### src/rtl/id_ex_pkg.sv
// Shared decode constants for the ID/EX stage: opcodes, functs, ALU select codes,
// immediate-extension modes and the decoded control bundle.
package id_ex_pkg;

  localparam logic [5:0] OP_RTYPE = 6'h00;
  localparam logic [5:0] OP_BEQ   = 6'h04;
  localparam logic [5:0] OP_BNE   = 6'h05;
  localparam logic [5:0] OP_ADDI  = 6'h08;
  localparam logic [5:0] OP_ADDIU = 6'h09;
  localparam logic [5:0] OP_SLTI  = 6'h0A;
  localparam logic [5:0] OP_ANDI  = 6'h0C;
  localparam logic [5:0] OP_ORI   = 6'h0D;
  localparam logic [5:0] OP_XORI  = 6'h0E;
  localparam logic [5:0] OP_LUI   = 6'h0F;
  localparam logic [5:0] OP_LW    = 6'h23;
  localparam logic [5:0] OP_SW    = 6'h2B;

  localparam logic [5:0] F_SLL  = 6'h00;
  localparam logic [5:0] F_SRL  = 6'h02;
  localparam logic [5:0] F_SRA  = 6'h03;
  localparam logic [5:0] F_SLLV = 6'h04;
  localparam logic [5:0] F_SRLV = 6'h06;
  localparam logic [5:0] F_SRAV = 6'h07;
  localparam logic [5:0] F_ADD  = 6'h20;
  localparam logic [5:0] F_ADDU = 6'h21;
  localparam logic [5:0] F_SUB  = 6'h22;
  localparam logic [5:0] F_SUBU = 6'h23;
  localparam logic [5:0] F_AND  = 6'h24;
  localparam logic [5:0] F_OR   = 6'h25;
  localparam logic [5:0] F_XOR  = 6'h26;
  localparam logic [5:0] F_NOR  = 6'h27;
  localparam logic [5:0] F_SLT  = 6'h2A;

  localparam logic [3:0] SEL_AND     = 4'd0;
  localparam logic [3:0] SEL_OR      = 4'd1;
  localparam logic [3:0] SEL_ADD     = 4'd2;
  localparam logic [3:0] SEL_SLL     = 4'd3;
  localparam logic [3:0] SEL_NOR     = 4'd4;
  localparam logic [3:0] SEL_SRL     = 4'd5;
  localparam logic [3:0] SEL_SUB     = 4'd6;
  localparam logic [3:0] SEL_SLT     = 4'd7;
  localparam logic [3:0] SEL_XOR     = 4'd8;
  localparam logic [3:0] SEL_SRA     = 4'd9;
  localparam logic [3:0] SEL_SRAV    = 4'd10;
  localparam logic [3:0] SEL_SRLV    = 4'd11;
  localparam logic [3:0] SEL_SLLV    = 4'd12;
  localparam logic [3:0] SEL_ILLEGAL = 4'd15;

  typedef enum logic [1:0] {
    IMM_NONE = 2'd0,
    IMM_SEXT = 2'd1,
    IMM_ZEXT = 2'd2,
    IMM_LUI  = 2'd3
  } imm_mode_e;

  typedef struct packed {
    logic [3:0] sel;
    imm_mode_e  imm_mode;
    logic       rtype;
    logic       regwrite;
    logic       memread;
    logic       memwrite;
    logic       branch;
    logic       branch_ne;
    logic       illegal;
  } ctrl_t;

  function automatic logic is_var_shift(input logic [3:0] sel);
    return (sel == SEL_SRAV) || (sel == SEL_SRLV) || (sel == SEL_SLLV);
  endfunction

endpackage

### src/rtl/alu_decoder.sv
// Combinational opcode/funct decode into ALU select, immediate mode and control bits.
module alu_decoder
  import id_ex_pkg::*;
(
  input  logic [5:0] opcode,
  input  logic [5:0] funct,
  output ctrl_t      ctrl
);

  always_comb begin
    ctrl          = '0;
    ctrl.imm_mode = IMM_NONE;
    ctrl.sel      = SEL_ADD;
    ctrl.regwrite = 1'b1;
    case (opcode)
      OP_RTYPE: begin
        ctrl.rtype = 1'b1;
        case (funct)
          F_ADD, F_ADDU: ctrl.sel = SEL_ADD;
          F_SUB, F_SUBU: ctrl.sel = SEL_SUB;
          F_AND:         ctrl.sel = SEL_AND;
          F_OR:          ctrl.sel = SEL_OR;
          F_XOR:         ctrl.sel = SEL_XOR;
          F_NOR:         ctrl.sel = SEL_NOR;
          F_SLT:         ctrl.sel = SEL_SLT;
          F_SLL:         ctrl.sel = SEL_SLL;
          F_SRL:         ctrl.sel = SEL_SRL;
          F_SRA:         ctrl.sel = SEL_SRA;
          F_SLLV:        ctrl.sel = SEL_SLLV;
          F_SRLV:        ctrl.sel = SEL_SRLV;
          F_SRAV:        ctrl.sel = SEL_SRAV;
          default:       ctrl.illegal = 1'b1;
        endcase
      end
      OP_ADDI, OP_ADDIU: ctrl.imm_mode = IMM_SEXT;
      OP_SLTI: begin
        ctrl.sel      = SEL_SLT;
        ctrl.imm_mode = IMM_SEXT;
      end
      OP_ANDI: begin
        ctrl.sel      = SEL_AND;
        ctrl.imm_mode = IMM_ZEXT;
      end
      OP_ORI: begin
        ctrl.sel      = SEL_OR;
        ctrl.imm_mode = IMM_ZEXT;
      end
      OP_XORI: begin
        ctrl.sel      = SEL_XOR;
        ctrl.imm_mode = IMM_ZEXT;
      end
      OP_LUI: ctrl.imm_mode = IMM_LUI;
      OP_LW: begin
        ctrl.imm_mode = IMM_SEXT;
        ctrl.memread  = 1'b1;
      end
      OP_SW: begin
        ctrl.imm_mode = IMM_SEXT;
        ctrl.memwrite = 1'b1;
        ctrl.regwrite = 1'b0;
      end
      OP_BEQ, OP_BNE: begin
        ctrl.sel       = SEL_SUB;
        ctrl.branch    = 1'b1;
        ctrl.branch_ne = (opcode == OP_BNE);
        ctrl.regwrite  = 1'b0;
      end
      default: ctrl.illegal = 1'b1;
    endcase
    // Illegal ops still occupy a valid slot, but must not touch state.
    if (ctrl.illegal) begin
      ctrl.sel       = SEL_ILLEGAL;
      ctrl.imm_mode  = IMM_NONE;
      ctrl.regwrite  = 1'b0;
      ctrl.memread   = 1'b0;
      ctrl.memwrite  = 1'b0;
      ctrl.branch    = 1'b0;
      ctrl.branch_ne = 1'b0;
    end
  end

endmodule

### src/rtl/id_ex_stage.sv
// ID/EX pipeline register with decode, immediate extension and operand forwarding.
// Forwarding from EX/MEM and MEM/WB is compiled in only when ID_EX_FWD_EN is defined.
module id_ex_stage
  import id_ex_pkg::*;
#(
  parameter int DW = 32,
  parameter int RW = 5
) (
  input  logic          clk,
  input  logic          reset,
  input  logic          stall,
  input  logic          flush,
  input  logic          id_valid,
  input  logic [5:0]    id_opcode,
  input  logic [5:0]    id_funct,
  input  logic [4:0]    id_shamt,
  input  logic [15:0]   id_imm,
  input  logic [RW-1:0] id_rs,
  input  logic [RW-1:0] id_rt,
  input  logic [RW-1:0] id_rd,
  input  logic [DW-1:0] id_rs_data,
  input  logic [DW-1:0] id_rt_data,
  input  logic          exmem_regwrite,
  input  logic [RW-1:0] exmem_rd,
  input  logic [DW-1:0] exmem_result,
  input  logic          memwb_regwrite,
  input  logic [RW-1:0] memwb_rd,
  input  logic [DW-1:0] memwb_result,
  output logic          ex_valid,
  output logic [DW-1:0] ex_a,
  output logic [DW-1:0] ex_b,
  output logic [3:0]    ex_sel,
  output logic [4:0]    ex_shamt,
  output logic [DW-1:0] ex_store_data,
  output logic [RW-1:0] ex_dest,
  output logic [RW-1:0] ex_rt,
  output logic          ex_regwrite,
  output logic          ex_memread,
  output logic          ex_memwrite,
  output logic          ex_branch,
  output logic          ex_branch_ne,
  output logic          ex_illegal
);

  ctrl_t         ctrl;
  logic [DW-1:0] rs_val;
  logic [DW-1:0] rt_val;
  logic [DW-1:0] a_nxt;
  logic [DW-1:0] b_nxt;
  logic [RW-1:0] dest_nxt;
  logic [4:0]    shamt_nxt;
  logic          regwrite_nxt;

  alu_decoder u_dec (
    .opcode (id_opcode),
    .funct  (id_funct),
    .ctrl   (ctrl)
  );

`ifdef ID_EX_FWD_EN
  // The younger producer (EX/MEM) wins; register 0 is hardwired and never forwarded.
  always_comb begin
    rs_val = id_rs_data;
    if (exmem_regwrite && exmem_rd == id_rs && id_rs != '0)      rs_val = exmem_result;
    else if (memwb_regwrite && memwb_rd == id_rs && id_rs != '0) rs_val = memwb_result;
    rt_val = id_rt_data;
    if (exmem_regwrite && exmem_rd == id_rt && id_rt != '0)      rt_val = exmem_result;
    else if (memwb_regwrite && memwb_rd == id_rt && id_rt != '0) rt_val = memwb_result;
  end
`else
  assign rs_val = id_rs_data;
  assign rt_val = id_rt_data;
  logic unused_fwd;
  assign unused_fwd = ^{exmem_regwrite, exmem_rd, exmem_result,
                        memwb_regwrite, memwb_rd, memwb_result};
`endif

  always_comb begin
    a_nxt = rs_val;
    b_nxt = rt_val;
    case (ctrl.imm_mode)
      IMM_SEXT: b_nxt = {{(DW-16){id_imm[15]}}, id_imm};
      IMM_ZEXT: b_nxt = {{(DW-16){1'b0}}, id_imm};
      IMM_LUI: begin
        a_nxt        = '0;
        b_nxt        = '0;
        b_nxt[31:16] = id_imm;
      end
      default: ;
    endcase
    // Variable shifts carry the shift count in rs; only its low 5 bits matter.
    if (is_var_shift(ctrl.sel)) begin
      a_nxt      = '0;
      a_nxt[4:0] = rs_val[4:0];
    end
  end

  assign dest_nxt     = ctrl.rtype ? id_rd : id_rt;
  assign shamt_nxt    = ctrl.rtype ? id_shamt : 5'd0;
  assign regwrite_nxt = ctrl.regwrite && (dest_nxt != '0);

  always_ff @(posedge clk or posedge reset) begin
    if (reset) begin
      ex_valid      <= 1'b0;
      ex_a          <= '0;
      ex_b          <= '0;
      ex_sel        <= '0;
      ex_shamt      <= '0;
      ex_store_data <= '0;
      ex_dest       <= '0;
      ex_rt         <= '0;
      ex_regwrite   <= 1'b0;
      ex_memread    <= 1'b0;
      ex_memwrite   <= 1'b0;
      ex_branch     <= 1'b0;
      ex_branch_ne  <= 1'b0;
      ex_illegal    <= 1'b0;
    end else if (flush || (!stall && !id_valid)) begin
      // Bubble: kill control only, data registers keep their last value.
      ex_valid     <= 1'b0;
      ex_regwrite  <= 1'b0;
      ex_memread   <= 1'b0;
      ex_memwrite  <= 1'b0;
      ex_branch    <= 1'b0;
      ex_branch_ne <= 1'b0;
      ex_illegal   <= 1'b0;
    end else if (!stall) begin
      ex_valid      <= 1'b1;
      ex_a          <= a_nxt;
      ex_b          <= b_nxt;
      ex_sel        <= ctrl.sel;
      ex_shamt      <= shamt_nxt;
      ex_store_data <= rt_val;
      ex_dest       <= dest_nxt;
      ex_rt         <= id_rt;
      ex_regwrite   <= regwrite_nxt;
      ex_memread    <= ctrl.memread;
      ex_memwrite   <= ctrl.memwrite;
      ex_branch     <= ctrl.branch;
      ex_branch_ne  <= ctrl.branch_ne;
      ex_illegal    <= ctrl.illegal;
    end
  end

endmodule

### config.mk
export PLATFORM = sky130hd
export DESIGN_NAME = id_ex_stage
export DESIGN_NICKNAME = d
export VERILOG_FILES = /design/src/rtl/id_ex_pkg.sv /design/src/rtl/alu_decoder.sv /design/src/rtl/id_ex_stage.sv
export SDC_FILE = /design/constraint.sdc
export NUM_CORES = 1
export LEC_CHECK = 0
export BUFFER_PORTS_ARGS = -buffer_cell sky130_fd_sc_hd__buf_2
export CAP_MARGIN = 20
export CELL_PAD_IN_SITES_DETAIL_PLACEMENT = 1
export CELL_PAD_IN_SITES_GLOBAL_PLACEMENT = 2
export CORE_ASPECT_RATIO = 0.75
export CORE_MARGIN = 4
export CORE_UTILIZATION = 25
export CTS_BUF_LIST = sky130_fd_sc_hd__clkbuf_8 sky130_fd_sc_hd__clkbuf_16
export DETAILED_ROUTE_END_ITERATION = 16
export PLACE_DENSITY = 0.88
export SLEW_MARGIN = 20
export SYNTH_ARGS = -nofsm -noshare
export SYNTH_HDL_FRONTEND = slang
export SYNTH_HIERARCHICAL = 1
export SYNTH_SLANG_ARGS = --single-unit
### constraint.sdc
create_clock -name clk -period 4.5 [get_ports clk]
set_input_delay 0.45 -clock clk [delete_from_list [all_inputs] [get_ports clk]]
set_output_delay 0.45 -clock clk [all_outputs]
set_load 0.02 [all_outputs]
After elaboration in Yosys (flattened, before gate mapping)
Index checks and enable logic that the tools add are counted.
{ "op_classes": {"n_eq_ne": 32, "muxes": 31, "bitwise": 2, "n_reduce_logical": 18} }
{ "op_table": {"columns": ["operator", "count"], "rows": [
  ["32-bit case mux with 3 select lines", 1],
  ["6-bit equality test, second input constant", 11],
  ["32-bit two-way mux", 2],
  ["4-bit case mux with 12 select lines", 1],
  ["6-bit by 4-bit equality test with 1-bit output, second input constant", 7],
  ["6-bit by 3-bit equality test with 1-bit output, second input constant", 5],
  ["4-bit case mux with 6 select lines", 1],
  ["1-bit two-way mux", 19],
  ["5-bit two-way mux", 3],
  ["15-bit OR reduction", 1],
  ["4-bit equality test, second input constant", 3],
  ["6-bit by 2-bit equality test with 1-bit output, second input constant", 2],
  ["6-bit logical NOT", 2],
  ["11-bit OR reduction", 1],
  ["6-bit two-way mux", 1],
  ["2-bit case mux with 3 select lines", 1],
  ["3-bit OR reduction", 2],
  ["5-bit nonzero test", 1],
  ["5-bit OR reduction", 1],
  ["2-bit equality test, second input constant", 2],
  ["2-bit OR reduction", 2],
  ["1-bit logical OR", 3],
  ["2-bit by 1-bit equality test with 1-bit output, second input constant", 1],
  ["1-bit logical AND", 2],
  ["other kinds (6)", 8]
]} }
{ "totals": {"ff_bits": 122, "inputBits": 193, "out_inout_bits": 122, "wordCells": 97} }

Logic depth before layout (Yosys ltp)
{ "depth": {"word_depth": 9, "depth_mapped": 10, "depth_no_buf": 8} }

Modules after synthesis
Netlist, hierarchy kept.
{ "by_module_without_submodules": {"columns": ["module", "n_inst", "cells_per_inst", "area_each_um2", "seq_area_each_um2"], "rows": [
  ["id_ex_stage", 1, 562, 5412.7, 3052.9],
  ["alu_decoder", 1, 63, 399.1, 0.0]
]} }

Worst setup path after synthesis
OpenSTA, ideal clock, no wires.
{ "synth_path": {"path_type": "input -> register", "start": "input port id_funct[5]", "end": "register ex_a[15]", "setup_ns": 0.133, "t_arrival_ns": 2.165, "t_required_ns": 4.367, "path_slack_ns": 2.201, "cell_stages": 10, "path_buffers": 2, "path_cell_list": "buf_2 > and4b_1 > o21ai_1 > a31oi_2 > nand2_2 > nand4b_1 > nor3b_1 > o21a_1 > clkbuf_1 > o21ai_0"} }
{ "synth_lines": {"columns": ["element", "line_no", "source"], "rows": [
  ["start: declaration", "id_ex_stage.sv:15", "input logic [5:0] id_funct,"],
  ["end signal: assignment", "id_ex_stage.sv:129", "ex_a <= a_nxt;"],
  ["end: declaration", "id_ex_stage.sv:30", "output logic [DW-1:0] ex_a,"]
]} }

==> reports/results.txt <==
Num rows -> 48
Final WS setup -> 1.678 ns
Crit. Startpoint -> id_opcode[5]
FF/Latch Area -> 0.003053 mm²
Most area-consuming cells after synthesis -> dfrtp_1 (53%), nand2_1 (12%), mux2i_1 (6.2%)
Die ar. -> 0.02578 mm²
First-pass GRT wire length -> 31600 µm
Hold Path Class -> in -> async
Clock power share -> 0.397
Antenna cells -> 0
Pwr per Cell Area -> 455.9 mW/mm²
FMAX -> 354.4 MHz
Status -> completed
Share of layout cells above drive strength 1 -> 0.3498
CTS Buffer Depth -> 2
Internal power -> 2.432 mW
Die width -> 184.1 µm
Worst reg2reg path startpoint -> ex_b[22]
Hold Vio Cnt, Final -> 0
Unique masters post-synth -> 52
Top FF cell, synth -> dfrtp_1
Worst EP required -> 4.76 ns
Detail Route Antenna Nets -> 0
Synth top cells by count -> nand2_1 (187), dfrtp_1 (122), o21ai_0 (56), nand3_1 (44), mux2i_1 (36)
Initial antenna violation count -> 0
Fin crit period -> 2.822 ns
Tot GR Track Use -> 0.1536
EDFF count, synth -> 0
DRC -> 0
DR iter-0 viols -> 190
RSZ-0062 raised after global routing -> no
Slew HR -> 0.4004
Asr flop ratio synth -> 1.000
Die height -> 140.0 µm
Worst ir drop on vdd -> 210.6 µV
DR WL/cell -> 17.32 µm
H-tree level count -> 4
Core area -> 0.02294 mm²
Syn Std Cell Area -> 0.005812 mm²
Final Core Density -> 0.3402
Yosys warns -> 6
Post-Syn Nets -> 818
Maximum number of pins on one net before global-route repair -> 123
# IOs -> 315
Avg Cell Area, Syn -> 9.299 µm²
Routed WL -> 19950 µm
Cells after DPL -> 1121
Num CTS Buffers -> 17
Crit. End Element -> register
Gpl congestion -> 0.7398
Final setup violation count -> 0
Starting Density -> 0.2533
Post-DP Area -> 0.007202 mm²
Root buf cell -> clkbuf_16
Worst path arrival time -> 3.08 ns
Fin area -> 0.007805 mm²
Fin crit share -> 0.6271
Static leakage -> 3.914 nW
Cts repair resizes -> 0
CTS Hold Bufs -> 0
Sw frac -> 0.3167
Max-Cap Viols -> 0
Setup CP Type -> in -> reg
Setup tns final -> 0 ns
Via-to-Cell Ratio -> 4.654
Pwr Total -> 3.559 mW
Most frequent cell after synthesis -> nand2_1
Area growth syn-to-layout -> 34.30%
Pre-Repair DR Iteration Count -> 4
GRT Residual Overflow -> 0
FF+latch count, synth -> 122
Flop pwr share -> 0.381
Final Hold Slack -> 0.2081 ns
Logic pwr share -> 0.221
NumNets Final -> 1033
# Post-CTS Setup Buffers -> 0
DP Wirelength -> 13960 µm
Multi-input gate area -> 0.002501 mm²
Top-area cell type share of the netlist area -> 0.5253
Post-Syn Instances -> 625
Worst Skew -> 0 ns
DP Worst Slack -> 1.161 ns
Vias in the first global route -> 5663
Switching Power -> 1.127 mW
Filler Cells Inserted -> 2728
Worst-path fanout max -> 27
Clock Sinks -> 122
Worst Max-Slew Pin Slew -> 0.8973 ns
Worst-path clk slew -> 0.06 ns
Final Max Tran Viols -> 0
Vias post-DR -> 5361
Leading area contributor after synthesis -> dfrtp_1
Sequential element share of the synthesized area -> 0.5253
TritonCTS clock tree -> done
Buffers on Ports -> 233
Clock latency on the worst-skew pair -> 0.41 ns
CP startpoint kind -> input pin
Layout Cells excl Fill -> 1152
==> worst max-delay path: stages <==
cell       delay [ns]
buf_2            0.15
nor2_1           0.18
and3_2           0.52
a31oi_2          0.19
nand2_2          0.15
nand4bb_1        0.18
nor3b_1          0.25
o21a_1           0.74
o21ai_0          0.24
==> layout by cell type, fill, tap and decap left out, types with 2 or more instances in the layout <==
| cell type | n |
|---|---|
| buf_2 | 233 |
| nand2_1 | 187 |
| dfrtp_1 | 122 |
| o21ai_0 | 56 |
| nand3_1 | 44 |
| mux2i_1 | 36 |
| nor2_1 | 33 |
| clkbuf_16 | 17 |
| a2bb2oi_1 | 16 |
| mux2_2 | 9 |
| o21ai_1 | 7 |
| a221oi_1 | 7 |
| nor2b_1 | 6 |
| a21oi_1 | 6 |
| a22oi_1 | 6 |
| buf_4 | 5 |
| nor3_1 | 3 |
| clkinv_2 | 3 |
| clkinv_4 | 3 |
| bufinv_16 | 3 |
| nand4b_1 | 3 |
| nand2b_1 | 3 |
| nor2_4 | 2 |
| o21a_1 | 2 |
| nand3b_1 | 2 |
| clkinvlp_4 | 2 |
| inv_1 | 2 |
| clkbuf_8 | 2 |
| buf_12 | 2 |
| nor3_2 | 2 |
==> power groups by stage <==
stage | registers, mW | logic (mW) | clock network [mW]
global route | 1.38 | 0.867 | 1.51
global placement | 1.37 | 0.788 | 0
detailed placement | 1.38 | 0.803 | 0
finish | 1.36 | 0.788 | 1.41
floorplan | 1.59 | 0.245 | 0
CTS | 1.36 | 0.803 | 1.45
==> per-layer routing <==
layer,part of all wire,GRT usage,vias to the layer above
met1,0.47,0.2104,2621
met5,0,0,-
met4,0.0089,0.03617,0
li1,-,-,2550
met3,0.080,0.05348,13
met2,0.44,0.2344,177
==> registers in the layout (all words and copies together), names as in the netlist, 4 cells and up <==
signal         flops
ex_dest            5
ex_sel             4
ex_shamt           5
ex_rt              5
ex_store_data     32
ex_a              32
ex_b              32
==> kinds of logic after synthesis <==
group | after synthesis | share of synthesized area
DFF | 122 | 0.5253
muxes | 45 | 0.07944
buffers and inverters | 48 | 0.04801
and+or+nand+nor | 300 | 0.2263
xor gates and xnor gates | 1 | 0.001507
adders and majority gates | 1 | 0.001937
AOI/OAI and AO/OA | 108 | 0.1175
==> area by class of cell <==
type                    instances  share of cell area
flip-flops and latches        122              0.3912
inverters                       3            0.001763
multi-input cells             455              0.3205
clock inverters                12             0.01924
well taps                     300             0.04809
repair buffers                241              0.1613
clock buffers                  19             0.05803
==> final timing paths <==
path / end / slack (ns) / cells after the start
setup / recovery: ex_a[21] / 1.68 / 9
hold / removal: ex_shamt[2] / 0.21 / 3
min in group clk: ex_store_data[1] / 0.25 / 3
setup reg to reg: ex_b[22] / 3.73 / 1
hold reg to reg: ex_shamt[4] / 0.46 / 2
max in group asynchronous: ex_regwrite / 3.78 / 3
Note: power is estimated with default switching activity, not from simulation.
